<file path="config.mk">
export PLATFORM = sky130hd
export DESIGN_NAME = bcd_serial_add_ctrl
export DESIGN_NICKNAME = d
export VERILOG_FILES = /design/src/rtl/bcd_serial_add_ctrl_pkg.sv /design/src/rtl/bcd_digit_add.sv /design/src/rtl/bcd_serial_add_ctrl.sv
export SDC_FILE = /design/constraint.sdc
export NUM_CORES = 1
export LEC_CHECK = 0
export BUFFER_PORTS_ARGS = -buffer_cell sky130_fd_sc_hd__buf_2
export CORE_MARGIN = 1.5
export CORE_UTILIZATION = 57
export DETAILED_ROUTE_END_ITERATION = 10
export GPL_ROUTABILITY_DRIVEN = 0
export HOLD_SLACK_MARGIN = 0.08
export PLACE_DENSITY = 0.83
export SYNTH_ARGS = -nofsm -noshare
export SYNTH_HDL_FRONTEND = slang
export SYNTH_SLANG_ARGS = --single-unit
</file>
<file path="constraint.sdc">
create_clock -name clk -period 6.35 [get_ports clk]
set_input_delay 0.9525 -clock clk [delete_from_list [all_inputs] [get_ports clk]]
set_output_delay 0.9525 -clock clk [all_outputs]
set_load 0.02 [all_outputs]
</file>
<file path="src/rtl/bcd_serial_add_ctrl_pkg.sv">
// Shared definitions for the serial packed-BCD adder: FSM state encodings,
// BCD digit limits and a digit validity helper.
package bcd_serial_add_ctrl_pkg;

  typedef enum logic [1:0] {
    S_IDLE = 2'd0,
    S_RUN  = 2'd1,
    S_DONE = 2'd2
  } state_e;

  localparam logic [3:0] BCD_MAX = 4'd9;
  localparam logic [3:0] BCD_ADJ = 4'd6;

  function automatic logic bcd_invalid(input logic [3:0] d);
    return d > BCD_MAX;
  endfunction

endpackage

</file>
<file path="src/rtl/bcd_digit_add.sv">
// Single-digit BCD adder: binary add, then +6 correction when the sum exceeds 9.
module bcd_digit_add
  import bcd_serial_add_ctrl_pkg::*;
(
  input  logic [3:0] a,
  input  logic [3:0] b,
  input  logic       ci,
  output logic [3:0] s,
  output logic       co
);

  logic [4:0] t;

  always_comb begin
    t  = {1'b0, a} + {1'b0, b} + {4'b0000, ci};
    s  = t[3:0];
    co = 1'b0;
    // Invalid digits go through the same correction; only the flag reports them.
    if (t > {1'b0, BCD_MAX}) begin
      s  = t[3:0] + BCD_ADJ;
      co = 1'b1;
    end
  end

endmodule

</file>
<file path="src/rtl/bcd_serial_add_ctrl.sv">
// Sequencer for an N-digit packed-BCD addition, one digit pair per clock,
// least significant digit first, through a single shared digit adder.
module bcd_serial_add_ctrl
  import bcd_serial_add_ctrl_pkg::*;
#(
  parameter int DIGITS = 4
) (
  input  logic                  clk,
  input  logic                  reset,
  input  logic                  start,
  input  logic [4*DIGITS-1:0]   addend,
  input  logic [4*DIGITS-1:0]   augend,
  input  logic                  carry_in,
  output logic                  busy,
  output logic                  done,
  output logic [4*DIGITS-1:0]   sum,
  output logic                  carry_out,
  output logic                  digit_err
);

  localparam int W  = 4 * DIGITS;
  localparam int IW = (DIGITS > 1) ? $clog2(DIGITS) : 1;
  localparam logic [IW-1:0] IDX_LAST = IW'(DIGITS - 1);

  state_e          state_q;
  logic [W-1:0]    a_q, b_q, sum_q;
  logic [IW-1:0]   idx_q;
  logic            carry_q, busy_q, done_q, cout_q, err_q;

  logic [3:0]      a_dig_d, b_dig_d, s_dig;
  logic            co_dig;

  always_comb begin
    a_dig_d = '0;
    b_dig_d = '0;
    for (int i = 0; i < DIGITS; i++) begin
      if (idx_q == IW'(i)) begin
        a_dig_d = a_q[i*4 +: 4];
        b_dig_d = b_q[i*4 +: 4];
      end
    end
  end

  bcd_digit_add u_digit (
    .a  (a_dig_d),
    .b  (b_dig_d),
    .ci (carry_q),
    .s  (s_dig),
    .co (co_dig)
  );

  // Operand registers are data only and are not cleared by reset.
  always_ff @(posedge clk) begin
    if (reset) begin
      state_q <= S_IDLE;
      busy_q  <= 1'b0;
      done_q  <= 1'b0;
      sum_q   <= '0;
      cout_q  <= 1'b0;
      err_q   <= 1'b0;
      idx_q   <= '0;
      carry_q <= 1'b0;
    end else begin
      case (state_q)
        S_IDLE, S_DONE: begin
          done_q <= 1'b0;
          if (start) begin
            a_q     <= addend;
            b_q     <= augend;
            carry_q <= carry_in;
            idx_q   <= '0;
            sum_q   <= '0;
            cout_q  <= 1'b0;
            err_q   <= 1'b0;
            busy_q  <= 1'b1;
            state_q <= S_RUN;
          end else begin
            busy_q  <= 1'b0;
            state_q <= S_IDLE;
          end
        end
        S_RUN: begin
          for (int i = 0; i < DIGITS; i++) begin
            if (idx_q == IW'(i)) sum_q[i*4 +: 4] <= s_dig;
          end
          carry_q <= co_dig;
          err_q   <= err_q | bcd_invalid(a_dig_d) | bcd_invalid(b_dig_d);
          if (idx_q == IDX_LAST) begin
            cout_q  <= co_dig;
            busy_q  <= 1'b0;
            done_q  <= 1'b1;
            state_q <= S_DONE;
          end else begin
            idx_q <= idx_q + 1'b1;
          end
        end
        default: begin
          busy_q  <= 1'b0;
          done_q  <= 1'b0;
          state_q <= S_IDLE;
        end
      endcase
    end
  end

  assign busy      = busy_q;
  assign done      = done_q;
  assign sum       = sum_q;
  assign carry_out = cout_q;
  assign digit_err = err_q;

endmodule

</file>
==> results by stage, run 1 <==
Setup path:
- STA puts the critical path data arrival time at ~4.5 ns.
- The maximum fanout along the worst path is 18.
- In this design, the critical path's most frequently occurring cell is sky130_fd_sc_hd__a21oi_1.
- In this run the critical register-to-register path is captured at sum[14].
- The worst reg-to-reg setup slack is slightly above 2 ns.
- The largest stage delay on the critical path is approximately 0.48 ns.
- The kind of critical path is flip-flop to flip-flop.
- STA classifies the critical path startpoint as a flip-flop.
- In this run the critical register-to-register path is launched from idx_q[1].
- Walking the worst path, the cells encountered are inv_1 -> ha_1 -> nand3b_1 -> a21oi_1 -> a21oi_1 -> nor2_1 -> a21oi_1 -> fa_1 -> fa_1 -> xor2_1 -> ha_1 -> a22oi_1 -> a311oi_4 -> mux2_2 -> o41ai_1.
- The count of cells along the worst register-to-register path is 15.
- For this design, the slowest cell found on the critical path is sky130_fd_sc_hd__fa_1.
- STA classifies the critical path endpoint as a flip-flop.
- For the worst setup path, the data required time is between 6 and 7 ns.

Clocking:
- The post-CTS setup buffer count is 0.
- The clock-pin slew reported for the worst setup and hold paths after clock tree synthesis is roughly 0.06 ns.
- The later pin in the worst-skew pair is clocked with a latency of 0.33 ns.
- The quantity of gates resized following cts is 0.
- The number of buffers created by CTS is 9.
- The number of clock sinks is 57.
- The maximum root-to-sink buffer count is 2.
- The CTS tree is built.
- The number of hold buffers added after CTS was 0.
- The buffer cell driving the clock tree root is sky130_fd_sc_hd__clkbuf_8.
- The maximum level of the CTS H-tree is 3.

Floorplanning:
- The die is just under 70 um tall.
- The number of placed I/O pins is 56.
- The die covers roughly 4800 um2.
- The floorplan step set the die width to roughly 69 um.
- Once the floorplan was initialized, standard cells occupied slightly above 60% of the core.
- Row generation in the floorplan step produced 23 rows.
- The standard cell core area is about 4000 um2.

Timing:
- The measured slew at the worst slew-check pin is 0.602 ns.
- In the finished design, the share of the clock period the worst path needs comes to between 60% and 70%.
- The number of pins exceeding their max-slew limit in the final report was 0.
- The final hold violation count is 0.
- The final-layout setup total negative slack is 0 ns.
- Setup violations remaining at the end of the flow were counted as 0.
- Headroom to the max-slew limit came out at ~60%.
- The highest attainable clock frequency is 0.234 GHz.
- Across all setup checks in the final design, the least slack found is 2.07 ns.
- For the finished layout, the period the worst path requires is 4.28 ns.
- Setup repair after global routing left no endpoint under its margin.
- On the final layout, the worst clock skew is about 0.0077 ns.

Power and ir drop:
- IR analysis of the VDD net gives a maximum drop of around 0.18 mV.
- The switching power as a share of total power is just under 30%.
- In this run the power density over the cells is 310 nW/um2.
- The clock network burns a little under a third of the power.
- The combinational power share is 24.3%.
- Of the total power, registers draw 45.5%.
- For this design the static power due to leakage is about 1.2 nW.
- The internal portion of the total power is around 0.00066 W.
- In this run the power spent charging and discharging nets is about 0.00027 W.

Global routing:
- The wire length of the first global-routing pass is around 8 mm.
- The sum of overflow across all layers after global routing is 0.
- The global-route total usage across every layer is between 20% and 30%.
- The maximum number of pins on one net before global-route repair is 33.
- The via count of the first global-routing pass came to ~1.8k.
- The number of antenna violations at the first check in global routing was 0.

Route:
- After detailed routing, the number of vias per cell comes to between 5 and 6.
- The detailed-routed wire length on met3 is around 260 um.
- The post-detailed-route wirelength per cell is roughly 15 um.
- The routed wire length is around 4.9 mm.
- In the routed design, unresolved DRC markers number 0.
- For this block, wires on met1 add up to ~2.1 mm.
- The length of the first detailed-routing pass in iterations is 5.
- The met2 wirelength from detailed routing is around 2.4 mm.
- The count of routing violations after the opening detailed-route iteration is roughly 180.
- The top routing layer in use is met4.
- The via count is 1872.
- The detail route stage leaves a number of antenna-violating nets equal to 0.

Yosys:
- After synthesis, the mean cell area works out to 11.2 um2.
- The number of register bits inferred by synthesis is 57.
- Summed over all instances, the cell type with the most area after synthesis is sky130_fd_sc_hd__edfxtp_1.
- Of the post-synthesis cell area, the dominant cell type holds about two fifths.
- By count the netlist is led by sky130_fd_sc_hd__edfxtp_1, sky130_fd_sc_hd__dfxtp_1, sky130_fd_sc_hd__nand2_1, sky130_fd_sc_hd__a21oi_1, sky130_fd_sc_hd__nor2_1.
- The sequential element share of the synthesized area is 58.1%.
- In this run, synthesis inferred 32 flip-flops with an integrated enable.
- The total standard cell area after synthesis is between 2000 and 3000 um2.
- In this run, distinct cell masters in the synthesized netlist total 37.
- The cell count after synthesis is 224.
- By area the synthesized netlist is led by sky130_fd_sc_hd__edfxtp_1, sky130_fd_sc_hd__dfxtp_1, sky130_fd_sc_hd__a21oi_1.
- The library cell with the highest instance count after synthesis is sky130_fd_sc_hd__edfxtp_1.
- The number of nets produced by synthesis is between 200 and 300.
- For this run, asynchronously set or reset flops after synthesis account for 0%.
- The prevailing post-synth register cell is sky130_fd_sc_hd__edfxtp_1.
- The number of warnings issued by yosys is 0.

Worst hold path:
- The endpoint with the worst hold slack is sum[14].
- The startpoint of the tightest hold check path is sum[14].
- The worst hold path was traced through 2 stages.
- The path category of the worst min-delay check is flip-flop to flip-flop.

Placement:
- The worst setup timing slack at the placement stage is 2.10 ns.
- The count of port buffers added during placement is 55.
- The placed standard-cell area is around 2800 um2.
- The HPWL after detailed placement is about 3.5 mm.

Finish:
- The post-layout net count is 328.
- The area growth from synthesis to layout is 19.0%.
- Counting the fill cells in the layout gives 293.
- The area of all placed cells without fillers is 3000 um2.
- The number of antenna diodes in the final layout is 0.
- The layout cell share with drive strength beyond 1 is between 20% and 30%.

Outcome:
- The flow ran to the end, and the final reports show no timing, DRC or antenna violations.

Flow run:
- Max-cap violations in this run came to 0.
[final cells by class]
cell class,count,area [um2],share of cell area (%)
inverter,10,37.5,1.25
clock buffer,12,145,4.84
clock inverter,4,20.0,0.668
timing repair buffer,56,283,9.44
multi-input combinational,148,987,32.9
tap,50,62.6,2.09
sequential,57,1460,48.8
[worst max path at each step]
stage,from,slack [ns],to
4_1_cts,idx_q[1],2.07,sum[14]
6_report,idx_q[1],2.07,sum[14]
3_5_place_dp,idx_q[1],2.10,sum[14]
3_3_place_gp,idx_q[1],2.32,sum[14]
5_1_grt,idx_q[1],1.68,sum[14]
2_1_floorplan,idx_q[1],2.49,sum[14]
[per-stage QoR]
| step | utilization [%] | total power [W] | instances | hold slack (ns) |
|---|---|---|---|---|
| 3_5_place_dp | 68.8 | 0.000653 | 321 | 0.433 |
| 3_3_place_gp | 68.8 | 0.000645 | 321 | 0.439 |
| 6_report | 72.8 | 0.000930 | 337 | 0.445 |
| 4_1_cts | 72.8 | 0.000935 | 337 | 0.448 |
| 5_1_grt | 72.8 | 0.000976 | 337 | 0.471 |
| 2_1_floorplan | - | 0.000593 | 224 | 0.466 |
[cells in the final DEF (no fill, tap or decap), drive strengths merged, types with 8 or more instances in the layout]
cell type | Yosys | routed
a21oi | 20 | 20
buf | 0 | 56
clkbuf | 9 | 12
dfxtp | 25 | 25
edfxtp | 32 | 32
ha | 8 | 8
inv | 9 | 9
nand2 | 22 | 22
nand3b | 8 | 8
nor2 | 19 | 19
nor2b | 8 | 8
o21ai | 15 | 15
[state kept, by name, summed over array words and instances (netlist names)]
signal / flops
sum: 16
carry_q: 1
done: 1
a_q: 16
idx_q: 2
busy: 1
digit_err: 1
state_q: 2
b_q: 16
carry_out: 1
[power by group through the flow]
stage | Sequential, W | Combinational [W] | Clock [W]
after floorplan | 0.000442 | 0.000151 | 0
after global placement | 0.000430 | 0.000215 | 0
after detailed placement | 0.000431 | 0.000223 | 0
after CTS | 0.000423 | 0.000225 | 0.000287
after global routing | 0.000425 | 0.000248 | 0.000303
final | 0.000423 | 0.000226 | 0.000282
[logic make-up (layout without fill, tap and decap cells)]
| kind of cell | count (synthesis) | count (layout) | synth area share, % |
|---|---|---|---|
| buf+inv | 19 | 82 | 2.83 |
| flops | 57 | 57 | 58.1 |
| simple gates | 73 | 73 | 15.1 |
| fa+ha+maj | 10 | 10 | 5.57 |
| mux | 5 | 5 | 2.19 |
| xor+xnor | 2 | 2 | 0.994 |
| compound gates | 58 | 58 | 15.3 |
[per-layer routing]
| layer | up-vias | GRT usage (%) |
|---|---|---|
| met4 | 0 | 9.59 |
| met3 | 12 | 6.69 |
| met5 | - | 0 |
| met1 | 861 | 27.6 |
| li1 | 930 | - |
| met2 | 69 | 35.7 |
[worst max-delay path, delay by kind of cell, from the launching register on]
kind / cells / cell delay [ns]
adders and majority gates: 4 / 1.57
AOI/OAI and AO/OA: 6 / 1.10
muxes: 1 / 0.43
DFF: 1 / 0.36
and+or+nand+nor: 2 / 0.36
xor gates and xnor gates: 1 / 0.29
buffers and inverters: 1 / 0.08
(Power assumes the default switching activity.)
==> inputs of run 2 (changes only) <==
Settings changed: ABC_AREA from default to 1, CORE_UTILIZATION 57 to 53, PLACE_DENSITY 0.83 to 0.78.
Clock period 6.35 ns to 4.32 ns, I/O delays scaled along.
==> results by stage, run 2 <==
Yosys:
- The number of flops mapped to enable cells by yosys came to 32 (unchanged).
- The share of synthesized registers carrying an async set or reset is 0% (unchanged).
- The number of nets produced by synthesis came to 301 (+11%).
- The adder-cell share of the synthesized area is 5.51% (-0.058 points).
- The number of distinct library cells after synthesis is 32 (-14%).
- The commonest cells after synthesis are sky130_fd_sc_hd__nand2_1, sky130_fd_sc_hd__a21oi_1, sky130_fd_sc_hd__edfxtp_1, sky130_fd_sc_hd__inv_1, sky130_fd_sc_hd__dfxtp_1.
- By area the synthesized netlist is led by sky130_fd_sc_hd__edfxtp_1, sky130_fd_sc_hd__dfxtp_1, sky130_fd_sc_hd__nand2_1.
- The xor and xnor fraction of the mapped netlist area was 0% (-0.99 points).
- The cell accounting for the most synthesized area is sky130_fd_sc_hd__edfxtp_1.
- The mean instance size in the synthesized netlist is 9.98 um2 (-11%).
- The share of Yosys cell area claimed by the top area cell type is 37.8% (-0.39 points).
- The multiplexer area fraction after synthesis is 0% (-2.2 points).
- The largest family of logic cells by synthesized area is simple AND/OR/NAND/NOR gates.
- The library cell with the highest instance count after synthesis is sky130_fd_sc_hd__nand2_1.
- The sequential element share of the synthesized area came to 57.5% (-0.60 points).
- The compound-gate portion of the synthesized area is 14.0% (-1.3 points).
- The post-synthesis share of cell area spent on and, or, nand and nor gates came to 17.2% (+2.2 points).
- The total standard cell area after synthesis is 2540 um2 (+1.0%).
- The cell count after synthesis is 255 (+14%).
- The prevailing post-synth register cell is sky130_fd_sc_hd__edfxtp_1.
- The number of register bits inferred by synthesis is 57 (unchanged).
- The number of warnings issued by yosys is 0 (unchanged).

Clocking:
- The clock latency of the later-clocked register in the worst-skew pair came to 0.34 ns (about the same).
- The number of clock sinks came to 57 (unchanged).
- The maximum root-to-sink buffer count came to 2 (unchanged).
- The buffer cell driving the clock tree root is sky130_fd_sc_hd__clkbuf_8.
- TritonCTS built the clock tree.
- The clock-pin slew reported for the worst setup and hold paths after clock tree synthesis is 0.06 ns (about the same).
- The maximum level of the CTS H-tree is 3 (unchanged).
- The number of buffers created by CTS is 9 (unchanged).
- The quantity of gates resized following cts is 0 (unchanged).
- The number of buffers inserted for hold repair after clock tree synthesis is 0 (unchanged).
- The post-CTS setup buffer count is 0 (unchanged).

Setup path:
- The critical path's slowest cell is sky130_fd_sc_hd__fa_1.
- The critical path is of the flip-flop to flip-flop type.
- The endpoint identified for the worst register-to-register timing path is sum[13].
- The most common cell type on the critical path is sky130_fd_sc_hd__nand2_1.
- The worst register-to-register path begins at idx_q[1].
- The type of element launching the critical path is a flip-flop.
- The worst reg-to-reg setup slack is 0.66 ns (-1.41 ns).
- Grouping stages by cell kind, the critical path spends the most delay in adder cells.
- The kind of capture point of the worst setup path is a flip-flop.
- The endpoint required time on the critical path is 4.59 ns (-1.99 ns).
- The data arrival time of the critical path is 3.93 ns (-0.58 ns).
- The count of cells along the worst register-to-register path is 19 (+4).
- The largest stage delay on the critical path is 0.46 ns (-0.02 ns).
- The signal on the critical path passes through inv_1 -> ha_1 -> nor2_4 -> a22oi_1 -> o21ai_0 -> o21ai_0 -> fa_1 -> fa_1 -> inv_1 -> nand2_1 -> nand2_2 -> ha_1 -> nand2_1 -> a21boi_2 -> nand2_2 -> nand2_1 -> nand2_1 -> nand4_1 -> a21oi_1.
- The worst path buffer plus inverter count is 2 (+1).
- The maximum fanout along the worst path is 11 (-7).

Power and ir drop:
- The portion of total power attributed to sequential cells is 43.2% (-2.3 points).
- The power density of the placed cells is 470 nW/um2 (+51%).
- The switching power as a share of total power is 30.1% (+0.57 points).
- The net switching component of the power is 0.000433 W (+57%).
- The internal cell power is 0.00100 W (+53%).
- The proportion of power drawn by the clock network is 32.8% (+2.5 points).
- The leakage power total was 1.34 nW (+9.2%).
- The combinational power share is 24.0% (-0.3 points).
- The maximum ir drop on the vdd rail came to 0.295 mV (+64%).

Finish:
- In the layout the commonest cells are sky130_fd_sc_hd__nand2_1, sky130_fd_sc_hd__buf_2, sky130_fd_sc_hd__a21oi_1, sky130_fd_sc_hd__edfxtp_1, sky130_fd_sc_hd__inv_1.
- The number of standard cells in the final layout excluding fillers is 376 (+12%).
- The layout cell share with drive strength beyond 1 came to 27.0% (-0.51 points).
- The diode insertion count for antenna repair is 0 (unchanged).
- The post-layout net count is 363 (+11%).
- The number of fill cells in the layout is 383 (+31%).
- Compared with the post-synthesis result, the final layout area differs by 20.1%.
- Leaving out fill and tap cells, the most frequent cell in the layout is sky130_fd_sc_hd__nand2_1.
- The final core utilization came to 65.6% (-7.3 points).

Route:
- The via count came to 1911 (+2.1%).
- The length of the first detailed-routing pass in iterations was 4 (-1).
- The residual antenna-violating net count after detailed routing was 0 (unchanged).
- The ratio of routed vias to standard cells is 5.08 (-8.5%).
- The post-route DRC violation count is 0 (unchanged).
- The routed wire length was 4.78 mm (-3.3%).
- The post-detailed-route wirelength per cell is 12.7 um (-13%).
- The count of routing violations after the opening detailed-route iteration is 180 (+2.3%).

Floorplanning:
- The floorplan die area is 5220 um2 (+8.3%).
- The row count came to 25 (+8.7%).
- The die outline width is 72.3 um (+4.1%).
- The initial cell density of the core is 54.6% (-6.6 points).
- The y dimension of the die came to 72.3 um (+4.1%).
- The standard cell core area is 4660 um2 (+13%).
- The number of placed I/O pins is 56 (unchanged).

Global routing:
- The wire length of the first global-routing pass is 7.85 mm (-4.1%).
- The via count of the first global-routing pass is 1826 (+0.77%).
- The global-route total usage across every layer is 20.3% (-1.8 points).
- The maximum number of pins on one net before global-route repair came to 33 (unchanged).
- The number of antenna violations at the first check in global routing is 0 (unchanged).
- The sum of overflow across all layers after global routing is 0 (unchanged).

Timing:
- The part of the cycle the worst path needs is 84.8% (+17 points).
- The measured slew at the worst slew-check pin is 0.633 ns (+0.0311 ns).
- The clock skew is 0.00574 ns (-0.00196 ns).
- The final-layout setup total negative slack is 0 ns (unchanged).
- The final critical delay including setup and external delays is 3.66 ns (-0.615 ns).
- The highest attainable clock frequency is 0.273 GHz (+17%).
- Setup repair after global routing left no endpoint under its margin.
- The final hold violation count is 0 (unchanged).
- The relative slew slack is 57.8% (-2.1 points).
- The count of endpoints failing setup in the final report is 0 (unchanged).
- The number of pins exceeding their max-slew limit in the final report is 0 (unchanged).

Placement:
- The count of port buffers added during placement is 55 (unchanged).
- The placed cell count is 360 (+12%).
- The HPWL after detailed placement is 3.58 mm (+0.88%).

Worst hold path:
- The path with the worst hold slack has its endpoint at sum[12].
- The instance count along the most critical hold path is 2 (unchanged).
- In this run the worst hold path is classified as flip-flop to flip-flop.
- The startpoint of the tightest hold check path is sum[12].

Flow run:
- The number of max-capacitance violations reported is 0 (unchanged).

Outcome:
- The run finished with clean final reports.
[run 2: changes by cell type in the layout (fill, tap and decap cells not counted), moves of 4 or more]
| cell | previous run | this run |
|---|---|---|
| sky130_fd_sc_hd__nor2b_1 | 8 | 0 |
| sky130_fd_sc_hd__a21oi_1 | 20 | 32 |
| sky130_fd_sc_hd__inv_1 | 9 | 26 |
| sky130_fd_sc_hd__nand2_1 | 22 | 59 |
| sky130_fd_sc_hd__mux2_2 | 4 | 0 |
| sky130_fd_sc_hd__nand3_1 | 1 | 7 |
| sky130_fd_sc_hd__nand3b_1 | 8 | 0 |
| sky130_fd_sc_hd__o21ai_2 | 0 | 4 |
| sky130_fd_sc_hd__a32o_1 | 4 | 0 |
| sky130_fd_sc_hd__nand2b_1 | 6 | 0 |
| sky130_fd_sc_hd__nor2_1 | 18 | 12 |
| sky130_fd_sc_hd__and3b_1 | 5 | 0 |
| sky130_fd_sc_hd__nand4_1 | 0 | 8 |
[run 2: final cells by class]
type / instances / area (um2) / area share [%]
sequential: 57 / 1460 / 47.8
inverter: 28 / 113 / 3.69
multi-input combinational: 165 / 936 / 30.6
clock inverter: 2 / 10.0 / 0.328
timing repair buffer: 56 / 283 / 9.25
clock buffer: 14 / 185 / 6.06
tap: 54 / 67.6 / 2.21
[run 2: layer usage]
metal  wire length [um]  global-route usage (%)
met1               2150                    24.1
met4                133                    11.1
met2               2210                    32.8
met3                275                    6.81
met5                  0                       0
[run 2: cells by family after synthesis]
kind of cell,count (synthesis)
AND/OR/NAND/NOR,96
buffers and inverters,33
adder cells (fa/ha/maj),10
flip-flops,57
AO/OA/AOI/OAI,59
[run 2: worst reg2reg max path, cell delays in order (launching register included)]
cell and delay (ns):
sky130_fd_sc_hd__dfxtp_1 0.38, sky130_fd_sc_hd__inv_1 0.09, sky130_fd_sc_hd__ha_1 0.35, sky130_fd_sc_hd__nor2_4 0.25
sky130_fd_sc_hd__a22oi_1 0.10, sky130_fd_sc_hd__o21ai_0 0.17, sky130_fd_sc_hd__o21ai_0 0.14, sky130_fd_sc_hd__fa_1 0.46
sky130_fd_sc_hd__fa_1 0.45, sky130_fd_sc_hd__inv_1 0.06, sky130_fd_sc_hd__nand2_1 0.07, sky130_fd_sc_hd__nand2_2 0.10
sky130_fd_sc_hd__ha_1 0.20, sky130_fd_sc_hd__nand2_1 0.07, sky130_fd_sc_hd__a21boi_2 0.16, sky130_fd_sc_hd__nand2_2 0.09
sky130_fd_sc_hd__nand2_1 0.08, sky130_fd_sc_hd__nand2_1 0.13, sky130_fd_sc_hd__nand4_1 0.10, sky130_fd_sc_hd__a21oi_1 0.16
[run 2: stage by stage]
stage	power, W	worst slack (ns)	cell area [um2]	hold slack (ns)
6_report	0.00144	0.656	3060	0.458
5_1_grt	0.00152	0.350	3060	0.464
4_1_cts	0.00144	0.677	3060	0.459
3_5_place_dp	0.000972	0.700	2860	0.448
3_3_place_gp	0.000962	0.892	2860	0.445
2_1_floorplan	0.000889	1.25	2540	0.472
[run 2: worst max path at each step]
stage	startpoint	end	slack, ns	cells past startpoint
after floorplan	idx_q[1]	sum[13]	1.25	18
after detailed placement	idx_q[1]	sum[14]	0.70	19
after global placement	idx_q[0]	sum[2]	0.89	18
after CTS	idx_q[1]	sum[14]	0.68	19
after global routing	idx_q[1]	sum[9]	0.35	19
final	idx_q[1]	sum[13]	0.66	19
[run 2: power groups by stage]
stage / Sequential, W / Clock (W) / Combinational (W)
detailed placement: 0.000631 / 0 / 0.000341
global route: 0.000623 / 0.000508 / 0.000386
floorplan: 0.000647 / 0 / 0.000242
global placement: 0.000631 / 0 / 0.000331
CTS: 0.000620 / 0.000482 / 0.000342
finish: 0.000620 / 0.000471 / 0.000345
